## src/rtl/fc_pkg.sv

```systemverilog
// Shared types and helpers for the fully-connected stage.
//   fc_state_t : FSM state encoding
//   ACC_W      : accumulator width (worst case 1600*128*128 fits easily)
//   sat_int8   : clamp a signed accumulator-width value to int8
package fc_pkg;

  localparam int ACC_W = 32;

  typedef enum logic [2:0] {
    ST_IDLE,
    ST_MAC,
    ST_POST,
    ST_WRITE,
    ST_DONE
  } fc_state_t;

  function automatic logic signed [7:0] sat_int8(input logic signed [ACC_W-1:0] v);
    if (v > 127) begin
      return 8'h7f;
    end else if (v < -128) begin
      return 8'h80;
    end else begin
      return v[7:0];
    end
  endfunction

endpackage

```

## src/rtl/fc_layer_if.sv

```systemverilog
// Memory/handshake bundle of the fully-connected stage.
//   master : the fc_layer side (drives addresses, enables, results, end_fc)
//   slave  : the memory / sequencer side (drives start_fc and read data)
// Read data (act_data_r, w_data, b_data) is expected one cycle after address.
interface fc_layer_if;
  logic               start_fc;
  logic               end_fc;
  logic [15:0]        act_addr_r;
  logic               act_en_r;
  logic signed [7:0]  act_data_r;
  logic [15:0]        w_addr;
  logic               w_en;
  logic signed [7:0]  w_data;
  logic [3:0]         b_addr;
  logic signed [15:0] b_data;
  logic [15:0]        ram_addr_w;
  logic signed [7:0]  ram_data_w;
  logic               ram_en;
  logic               ram_wea;

  modport master (
    input  start_fc, act_data_r, w_data, b_data,
    output end_fc, act_addr_r, act_en_r, w_addr, w_en, b_addr,
           ram_addr_w, ram_data_w, ram_en, ram_wea
  );

  modport slave (
    output start_fc, act_data_r, w_data, b_data,
    input  end_fc, act_addr_r, act_en_r, w_addr, w_en, b_addr,
           ram_addr_w, ram_data_w, ram_en, ram_wea
  );
endinterface

```

## src/rtl/fc_mac.sv

```systemverilog
// Signed 8x8 multiply-accumulate into an ACC_W-bit register.
//   clk, rst_n : clock, async active-low reset
//   clr        : synchronous clear of the accumulator (wins over en)
//   en         : add a*b into the accumulator this cycle
//   a, b       : signed int8 operands
//   acc        : signed accumulator
module fc_mac
  import fc_pkg::*;
(
  input  logic                    clk,
  input  logic                    rst_n,
  input  logic                    clr,
  input  logic                    en,
  input  logic signed [7:0]       a,
  input  logic signed [7:0]       b,
  output logic signed [ACC_W-1:0] acc
);

  logic signed [15:0] prod;

  assign prod = a * b;

  always_ff @(posedge clk or negedge rst_n) begin
    if (!rst_n) begin
      acc <= '0;
    end else if (clr) begin
      acc <= '0;
    end else if (en) begin
      acc <= acc + {{(ACC_W-16){prod[15]}}, prod};
    end
  end

endmodule

```

## src/rtl/fc_layer.sv

```systemverilog
// Fully-connected stage: for each output neuron j, accumulates
// act[i]*w[j*IN_LEN+i] over IN_LEN inputs, adds bias[j], shifts right by
// SHIFT (floor), optionally applies ReLU, saturates to int8 and writes the
// result to OUT_BASE+j. Pulses end_fc once all OUT_LEN neurons are written.
//   clk, rst_n : clock, async active-low reset
//   bus        : fc_layer_if.master (start/done, act RAM, weight ROM,
//                bias ROM, output RAM ports)
//
// state | meaning
// IDLE  | waiting for start_fc, counters cleared
// MAC   | IN_LEN reads issued, IN_LEN+1 cycles (last cycle only accumulates)
// POST  | bias add, shift, ReLU, saturate into ram_data_w
// WRITE | one output RAM write, advance to next neuron or finish
// DONE  | one-cycle end_fc pulse
module fc_layer
  import fc_pkg::*;
#(
  parameter int IN_LEN   = 1600,
  parameter int OUT_LEN  = 10,
  parameter int IN_BASE  = 0,
  parameter int OUT_BASE = 0,
  parameter int SHIFT    = 8,
  parameter int RELU     = 0
) (
  input logic        clk,
  input logic        rst_n,
  fc_layer_if.master bus
);

  fc_state_t state_q, state_d;

  logic [15:0] i_q;
  logic [15:0] w_q;
  logic [3:0]  j_q;
  logic        rd_q;
  logic        rd_en;
  logic        last_mac;
  logic        last_neuron;
  logic        mac_clr;

  logic signed [ACC_W-1:0] acc;
  logic signed [ACC_W-1:0] biased;
  logic signed [ACC_W-1:0] shifted;
  logic signed [ACC_W-1:0] post_val;

  assign rd_en       = (state_q == ST_MAC) && (i_q < 16'(IN_LEN));
  assign last_mac    = (i_q == 16'(IN_LEN));
  assign last_neuron = (j_q == 4'(OUT_LEN - 1));
  // Clearing in IDLE as well guarantees a fresh accumulator for every run.
  assign mac_clr     = (state_q == ST_IDLE) || (state_q == ST_WRITE);

  always_ff @(posedge clk or negedge rst_n) begin
    if (!rst_n) begin
      state_q <= ST_IDLE;
    end else begin
      state_q <= state_d;
    end
  end

  always_comb begin
    state_d = state_q;
    case (state_q)
      ST_IDLE:  if (bus.start_fc) state_d = ST_MAC;
      ST_MAC:   if (last_mac) state_d = ST_POST;
      ST_POST:  state_d = ST_WRITE;
      ST_WRITE: state_d = last_neuron ? ST_DONE : ST_MAC;
      ST_DONE:  state_d = ST_IDLE;
      default:  state_d = ST_IDLE;
    endcase
  end

  fc_mac u_mac (
    .clk   (clk),
    .rst_n (rst_n),
    .clr   (mac_clr),
    .en    (rd_q),
    .a     (bus.act_data_r),
    .b     (bus.w_data),
    .acc   (acc)
  );

  always_comb begin
    biased   = acc + {{(ACC_W-16){bus.b_data[15]}}, bus.b_data};
    shifted  = biased >>> SHIFT;
    post_val = shifted;
    if ((RELU != 0) && (shifted < 0)) begin
      post_val = '0;
    end
  end

  // w_q walks the weight ROM linearly: it equals j*IN_LEN+i at every read
  // without needing a multiplier.
  always_ff @(posedge clk or negedge rst_n) begin
    if (!rst_n) begin
      i_q            <= '0;
      w_q            <= '0;
      j_q            <= '0;
      rd_q           <= 1'b0;
      bus.ram_data_w <= '0;
      bus.ram_addr_w <= '0;
    end else begin
      rd_q <= rd_en;
      case (state_q)
        ST_IDLE: begin
          i_q <= '0;
          w_q <= '0;
          j_q <= '0;
        end
        ST_MAC: begin
          if (rd_en) begin
            i_q <= i_q + 16'd1;
            w_q <= w_q + 16'd1;
          end
        end
        ST_POST: begin
          bus.ram_data_w <= sat_int8(post_val);
          bus.ram_addr_w <= 16'(OUT_BASE) + {12'd0, j_q};
        end
        ST_WRITE: begin
          i_q <= '0;
          if (!last_neuron) begin
            j_q <= j_q + 4'd1;
          end
        end
        ST_DONE: begin
          j_q <= '0;
        end
        default: ;
      endcase
    end
  end

  assign bus.act_en_r   = rd_en;
  assign bus.w_en       = rd_en;
  assign bus.act_addr_r = rd_en ? (16'(IN_BASE) + i_q) : '0;
  assign bus.w_addr     = rd_en ? w_q : '0;
  assign bus.b_addr     = j_q;
  assign bus.ram_en     = (state_q == ST_WRITE);
  assign bus.ram_wea    = (state_q == ST_WRITE);
  assign bus.end_fc     = (state_q == ST_DONE);

endmodule
```

## src/flat_wrapper.sv

```systemverilog
// flat-port wrapper written by rule: the top's interface ports become plain ports
module fc_layer_flat import fc_pkg::*;
#(
  parameter int IN_LEN   = 1600,
  parameter int OUT_LEN  = 10,
  parameter int IN_BASE  = 0,
  parameter int OUT_BASE = 0,
  parameter int SHIFT    = 8,
  parameter int RELU     = 0
)
  (clk, rst_n, bus_start_fc, bus_act_data_r, bus_w_data, bus_b_data, bus_end_fc, bus_act_addr_r, bus_act_en_r, bus_w_addr, bus_w_en, bus_b_addr, bus_ram_addr_w, bus_ram_data_w, bus_ram_en, bus_ram_wea);
  fc_layer_if bus_i ();
  input logic clk;
  input logic rst_n;
  input wire logic [$bits(bus_i.start_fc)-1:0] bus_start_fc;
  input wire logic [$bits(bus_i.act_data_r)-1:0] bus_act_data_r;
  input wire logic [$bits(bus_i.w_data)-1:0] bus_w_data;
  input wire logic [$bits(bus_i.b_data)-1:0] bus_b_data;
  output wire logic [$bits(bus_i.end_fc)-1:0] bus_end_fc;
  output wire logic [$bits(bus_i.act_addr_r)-1:0] bus_act_addr_r;
  output wire logic [$bits(bus_i.act_en_r)-1:0] bus_act_en_r;
  output wire logic [$bits(bus_i.w_addr)-1:0] bus_w_addr;
  output wire logic [$bits(bus_i.w_en)-1:0] bus_w_en;
  output wire logic [$bits(bus_i.b_addr)-1:0] bus_b_addr;
  output wire logic [$bits(bus_i.ram_addr_w)-1:0] bus_ram_addr_w;
  output wire logic [$bits(bus_i.ram_data_w)-1:0] bus_ram_data_w;
  output wire logic [$bits(bus_i.ram_en)-1:0] bus_ram_en;
  output wire logic [$bits(bus_i.ram_wea)-1:0] bus_ram_wea;
  assign bus_i.start_fc = bus_start_fc;
  assign bus_i.act_data_r = bus_act_data_r;
  assign bus_i.w_data = bus_w_data;
  assign bus_i.b_data = bus_b_data;
  assign bus_end_fc = bus_i.end_fc;
  assign bus_act_addr_r = bus_i.act_addr_r;
  assign bus_act_en_r = bus_i.act_en_r;
  assign bus_w_addr = bus_i.w_addr;
  assign bus_w_en = bus_i.w_en;
  assign bus_b_addr = bus_i.b_addr;
  assign bus_ram_addr_w = bus_i.ram_addr_w;
  assign bus_ram_data_w = bus_i.ram_data_w;
  assign bus_ram_en = bus_i.ram_en;
  assign bus_ram_wea = bus_i.ram_wea;
  fc_layer #(.IN_LEN(IN_LEN), .OUT_LEN(OUT_LEN), .IN_BASE(IN_BASE), .OUT_BASE(OUT_BASE), .SHIFT(SHIFT), .RELU(RELU)) u_core (.clk(clk), .rst_n(rst_n), .bus(bus_i));
endmodule
```

## config.mk

```make
export PLATFORM = sky130hd
export DESIGN_NAME = fc_layer_flat
export DESIGN_NICKNAME = d
export VERILOG_FILES = /design/src/rtl/fc_pkg.sv /design/src/rtl/fc_layer_if.sv /design/src/rtl/fc_mac.sv /design/src/rtl/fc_layer.sv /design/src/flat_wrapper.sv
export SDC_FILE = /design/constraint.sdc
export NUM_CORES = 1
export LEC_CHECK = 0
export BUFFER_PORTS_ARGS = -buffer_cell sky130_fd_sc_hd__buf_2
export CAP_MARGIN = 20
export CELL_PAD_IN_SITES_DETAIL_PLACEMENT = 1
export CELL_PAD_IN_SITES_GLOBAL_PLACEMENT = 1
export CORE_MARGIN = 10
export CORE_UTILIZATION = 30
export CTS_BUF_LIST = sky130_fd_sc_hd__clkbuf_8 sky130_fd_sc_hd__clkbuf_16
export DETAILED_ROUTE_END_ITERATION = 8
export GPL_ROUTABILITY_DRIVEN = 0
export GPL_TIMING_DRIVEN = 0
export PLACE_DENSITY = 0.64
export SLEW_MARGIN = 20
export SYNTH_ARGS = -nofsm -noshare
export SYNTH_HDL_FRONTEND = slang
export SYNTH_SLANG_ARGS = --single-unit
```

## constraint.sdc

```tcl
create_clock -name clk -period 5 [get_ports clk]
set_input_delay 1 -clock clk [delete_from_list [all_inputs] [get_ports clk]]
set_output_delay 1 -clock clk [all_outputs]
set_load 0.01 [all_outputs]
```

==> out/summary.log <==
[critical_path] sort of element at the start of the critical path primary input
[timing] final worst-path setup slack -1.57 ns
[routing] remaining antenna violation count 0
[critical_path] Setup Crit Path Kind primary input to register
[critical_path] Largest delay share family, worst path adder cells
[clock_network] CTS clock-pin slew for the worst setup and hold paths 0.08 ns
[clock_network] CTS HTree Levels 3
[timing] Layout Skew 0.0134 ns
[die] core area 31600 µm²
[placement] Place WS -2.44 ns
[cells_and_area] Nets 1472
[placement] number of input and output port buffers inserted 82
[routing] Final Routed Wirelength 30100 µm
[critical_path] slowest library cell on the worst path sky130_fd_sc_hd__fa_1
[timing] FMAX 152 MHz
[logic_synthesis] post-synthesis register bit count 84
[timing] pin slew with the least headroom to its limit 1.15 ns
[clock_network] later-pin clock latency in the skew report 0.37 ns
[routing] overall via count from detail_route 8664
[die] die area 39700 µm²
[placement] HPWL after detailed placement 22900 µm
[cells_and_area] growth of design area from synthesis to finish 27.2%
[critical_path] Crit path largest cell delay 0.54 ns
[grt] wire length of the first global-routing pass 48300 µm
[timing] relative slew slack 0.229
[clock_network] clock sink total 84
[logic_synthesis] warnings from Yosys 0
[timing] unrepaired setup endpoints after global routing yes
[grt] number of global-route vias before repair 9179
[clock_network] clock root buffer sky130_fd_sc_hd__clkbuf_16
[die] number of rows in the core area 65
[logic_synthesis] Mapped Avg Cell Area 8.59 µm²
[cells_and_area] share of the core filled with cells in the final layout 0.388
[die] Initial Utilization 0.305
[logic_synthesis] Primary FF master, synth sky130_fd_sc_hd__dfrtp_1
[logic_synthesis] Syn Std Cell Area 9640 µm²
[logic_synthesis] Synth Instances 1122
[die] I/O pin total 100
[critical_path] critical path buffer and inverter count 8
[cells_and_area] final design area excluding fillers 12300 µm²
[timing] count of final hold-check violations 0
[critical_path] arrival time of the worst setup path 6.81 ns
[logic_synthesis] sequential-to-total area share from yosys stat 0.218
[timing] portion of the clock cycle consumed by the worst path in the final layout 1.31
[placement] cell area after placement 11000 µm²
[grt] antenna violations before repair 2
[critical_path] largest fanout on the critical path 5
[grt] largest net degree at the start of global routing 55
[logic_synthesis] dominant cells by area after synthesis sky130_fd_sc_hd__dfrtp_1, sky130_fd_sc_hd__ha_1, sky130_fd_sc_hd__fa_1
[clock_network] number of CTS-inserted buffers 9
[timing] final setup vio count 23
[die] die outline width 199 µm
[run_status] status finished with violations
[logic_synthesis] cell type with the largest total area after synthesis sky130_fd_sc_hd__dfrtp_1
[routing] Initial DRC Count 338
[timing] final critical delay including setup and external delays 6.57 ns
[timing] Min Hold Slack 0.483 ns
[cells_and_area] Filler Cell Count 3680
[timing] final max-slew violation count 0
[clock_network] maximum count of clock buffers along a single path 2
[routing] Remaining DRCs 0
[logic_synthesis] Post-synth EDFFs 0
[clock_network] cts hold-fix bufs 0
[die] Die Ht 199 µm
[job] max_cap viols 0
[routing] Vias per Instance 5.12
[critical_path] internal reg-to-reg setup slack 0.99 ns
[routing] DR WL/cell 17.8 µm
[hold_path] worst min-delay path category register to register
[logic_synthesis] area share of the largest cell type after synthesis 0.218
[critical_path] endpoint kind of the worst setup timing path register
[run_status] failing checks setup timing
[clock_network] TritonCTS clock tree yes
[cells_and_area] layout cells sized above 1 0.256
[critical_path] Critical Path RT 5.24 ns
[grt] total global routing track utilization 0.151
[logic_synthesis] FFs w/ async S/R, synth 1.00
[logic_synthesis] number of different library cells in the post-synthesis netlist 73
[routing] length of the first detailed-routing pass in iterations 4
[grt] global route total overflow 0
## final cells by class
| type | instances | area (µm²) | share of cell area |
|---|---|---|---|
| Multi-Input combinational cell | 888 | 7670 | 0.626 |
| Sequential cell | 84 | 2100 | 0.171 |
| Timing Repair Buffer | 134 | 947 | 0.0772 |
| Tap cell | 402 | 503 | 0.0410 |
| Inverter | 118 | 464 | 0.0378 |
| Buffer | 48 | 259 | 0.0211 |
| Clock buffer | 9 | 225 | 0.0184 |
| Clock inverter | 7 | 76.3 | 0.00622 |
| Timing Repair inverter | 1 | 8.76 | 0.000714 |
| Antenna cell | 2 | 5.00 | 0.000408 |
## cells in the final DEF (no fill, tap or decap), drive strengths merged, types with 4 or more instances in the layout
master | netlist | final
clkbuf | 24 | 33
nor2 | 93 | 93
or4 | 6 | 6
fa | 56 | 56
o31ai | 5 | 5
nor3 | 27 | 27
xor2 | 31 | 31
a31oi | 14 | 14
nand4 | 11 | 11
o22ai | 4 | 4
nand3 | 27 | 27
xnor2 | 36 | 36
o21a | 13 | 13
o21bai | 5 | 5
o21ai | 53 | 53
a2111oi | 4 | 4
nand2 | 62 | 62
mux2i | 22 | 22
o32ai | 7 | 7
buf | 24 | 158
a211oi | 10 | 10
inv | 118 | 124
or3 | 14 | 14
dfrtp | 84 | 84
nand2b | 8 | 8
ha | 97 | 97
a21oi | 70 | 70
nor4 | 6 | 6
and2 | 77 | 77
conb | 1 | 17
a21o | 31 | 31
nor2b | 12 | 12
o2111ai | 5 | 5
and3 | 18 | 18
mux2 | 7 | 7
## cell families after synthesis
group	after synthesis	share of synthesized area
buffers and inverters	166	0.0728
other	1	0.000389
xor gates and xnor gates	67	0.0617
adders and majority gates	153	0.242
AOI/OAI and AO/OA	246	0.170
and+or+nand+nor	376	0.204
DFF	84	0.218
muxes	29	0.0310
## synth_stat cells, drive strengths merged (4+ instances only)
cell type,number
and3,18
nor2,93
o2111ai,5
o31ai,5
dfrtp,84
xor2,31
o21bai,5
mux2,7
inv,118
xnor2,36
a211oi,10
nor3,27
ha,97
fa,56
nand2,62
a2111oi,4
nor2b,12
mux2i,22
and2,77
nor4,6
o21a,13
or3,14
clkbuf,24
a21o,31
nand3,27
a21oi,70
nand2b,8
buf,24
o22ai,4
or4,6
a31oi,14
o32ai,7
o21ai,53
nand4,11
## final timing paths
check | startpoint | to | depth (start not counted)
setup / recovery | bus_w_data[2] | u_core.u_mac.acc[25]$_DFFE_PN0P_ | 30
hold / removal | u_core.bus.ram_data_w[7]$_DFFE_PN0P_ | u_core.bus.ram_data_w[7]$_DFFE_PN0P_ | 1
setup reg to reg | u_core.u_mac.acc[6]$_DFFE_PN0P_ | u_core.bus.ram_data_w[4]$_DFFE_PN0P_ | 11
hold reg to reg | u_core.bus.ram_data_w[7]$_DFFE_PN0P_ | u_core.bus.ram_data_w[7]$_DFFE_PN0P_ | 1
max in group asynchronous | rst_n | u_core.i_q[13]$_DFFE_PN0P_ | 2
min in group asynchronous | rst_n | u_core.bus.ram_data_w[3]$_DFFE_PN0P_ | 1
## sequential cells by signal, indices dropped and copies added (netlist names)
| register | cells |
|---|---|
| u_core.u_mac.acc | 32 |
| u_core.bus.ram_data_w | 8 |
| u_core.bus.ram_addr_w | 4 |
| u_core.i_q | 16 |
| u_core.rd_q | 1 |
| u_core.w_q | 16 |
| u_core.state_q | 3 |
| u_core.bus.b_addr | 4 |
## stage by stage
| stage | setup TNS [ns] | cells |
|---|---|---|
| floorplan | -22.76 | 1138 |
| detailed placement | -41.69 | 1623 |
| CTS | -25.52 | 1676 |
| global placement | -39.72 | 1622 |
| global route | -32.76 | 1691 |
| finish | -28.50 | 1693 |
## routing by layer
layer	routed length [µm]	global-route usage
met2	14800	0.258
met3	744	0.0251
met1	14200	0.196
met4	370	0.0325
met5	0	0
## timing repair
action | CTS | global route
resized for setup | 106 | 30
pin swaps | 62 | 26
endpoints found under the hold margin | 0 | 0
setup buffers | 37 | 15
cloned | 1 | 0
endpoints found under the setup margin | 24 | 25
Power is left out: the tool's default activity adds up to more than one toggle a clock period on the data nets, which glitch-free logic cannot reach.
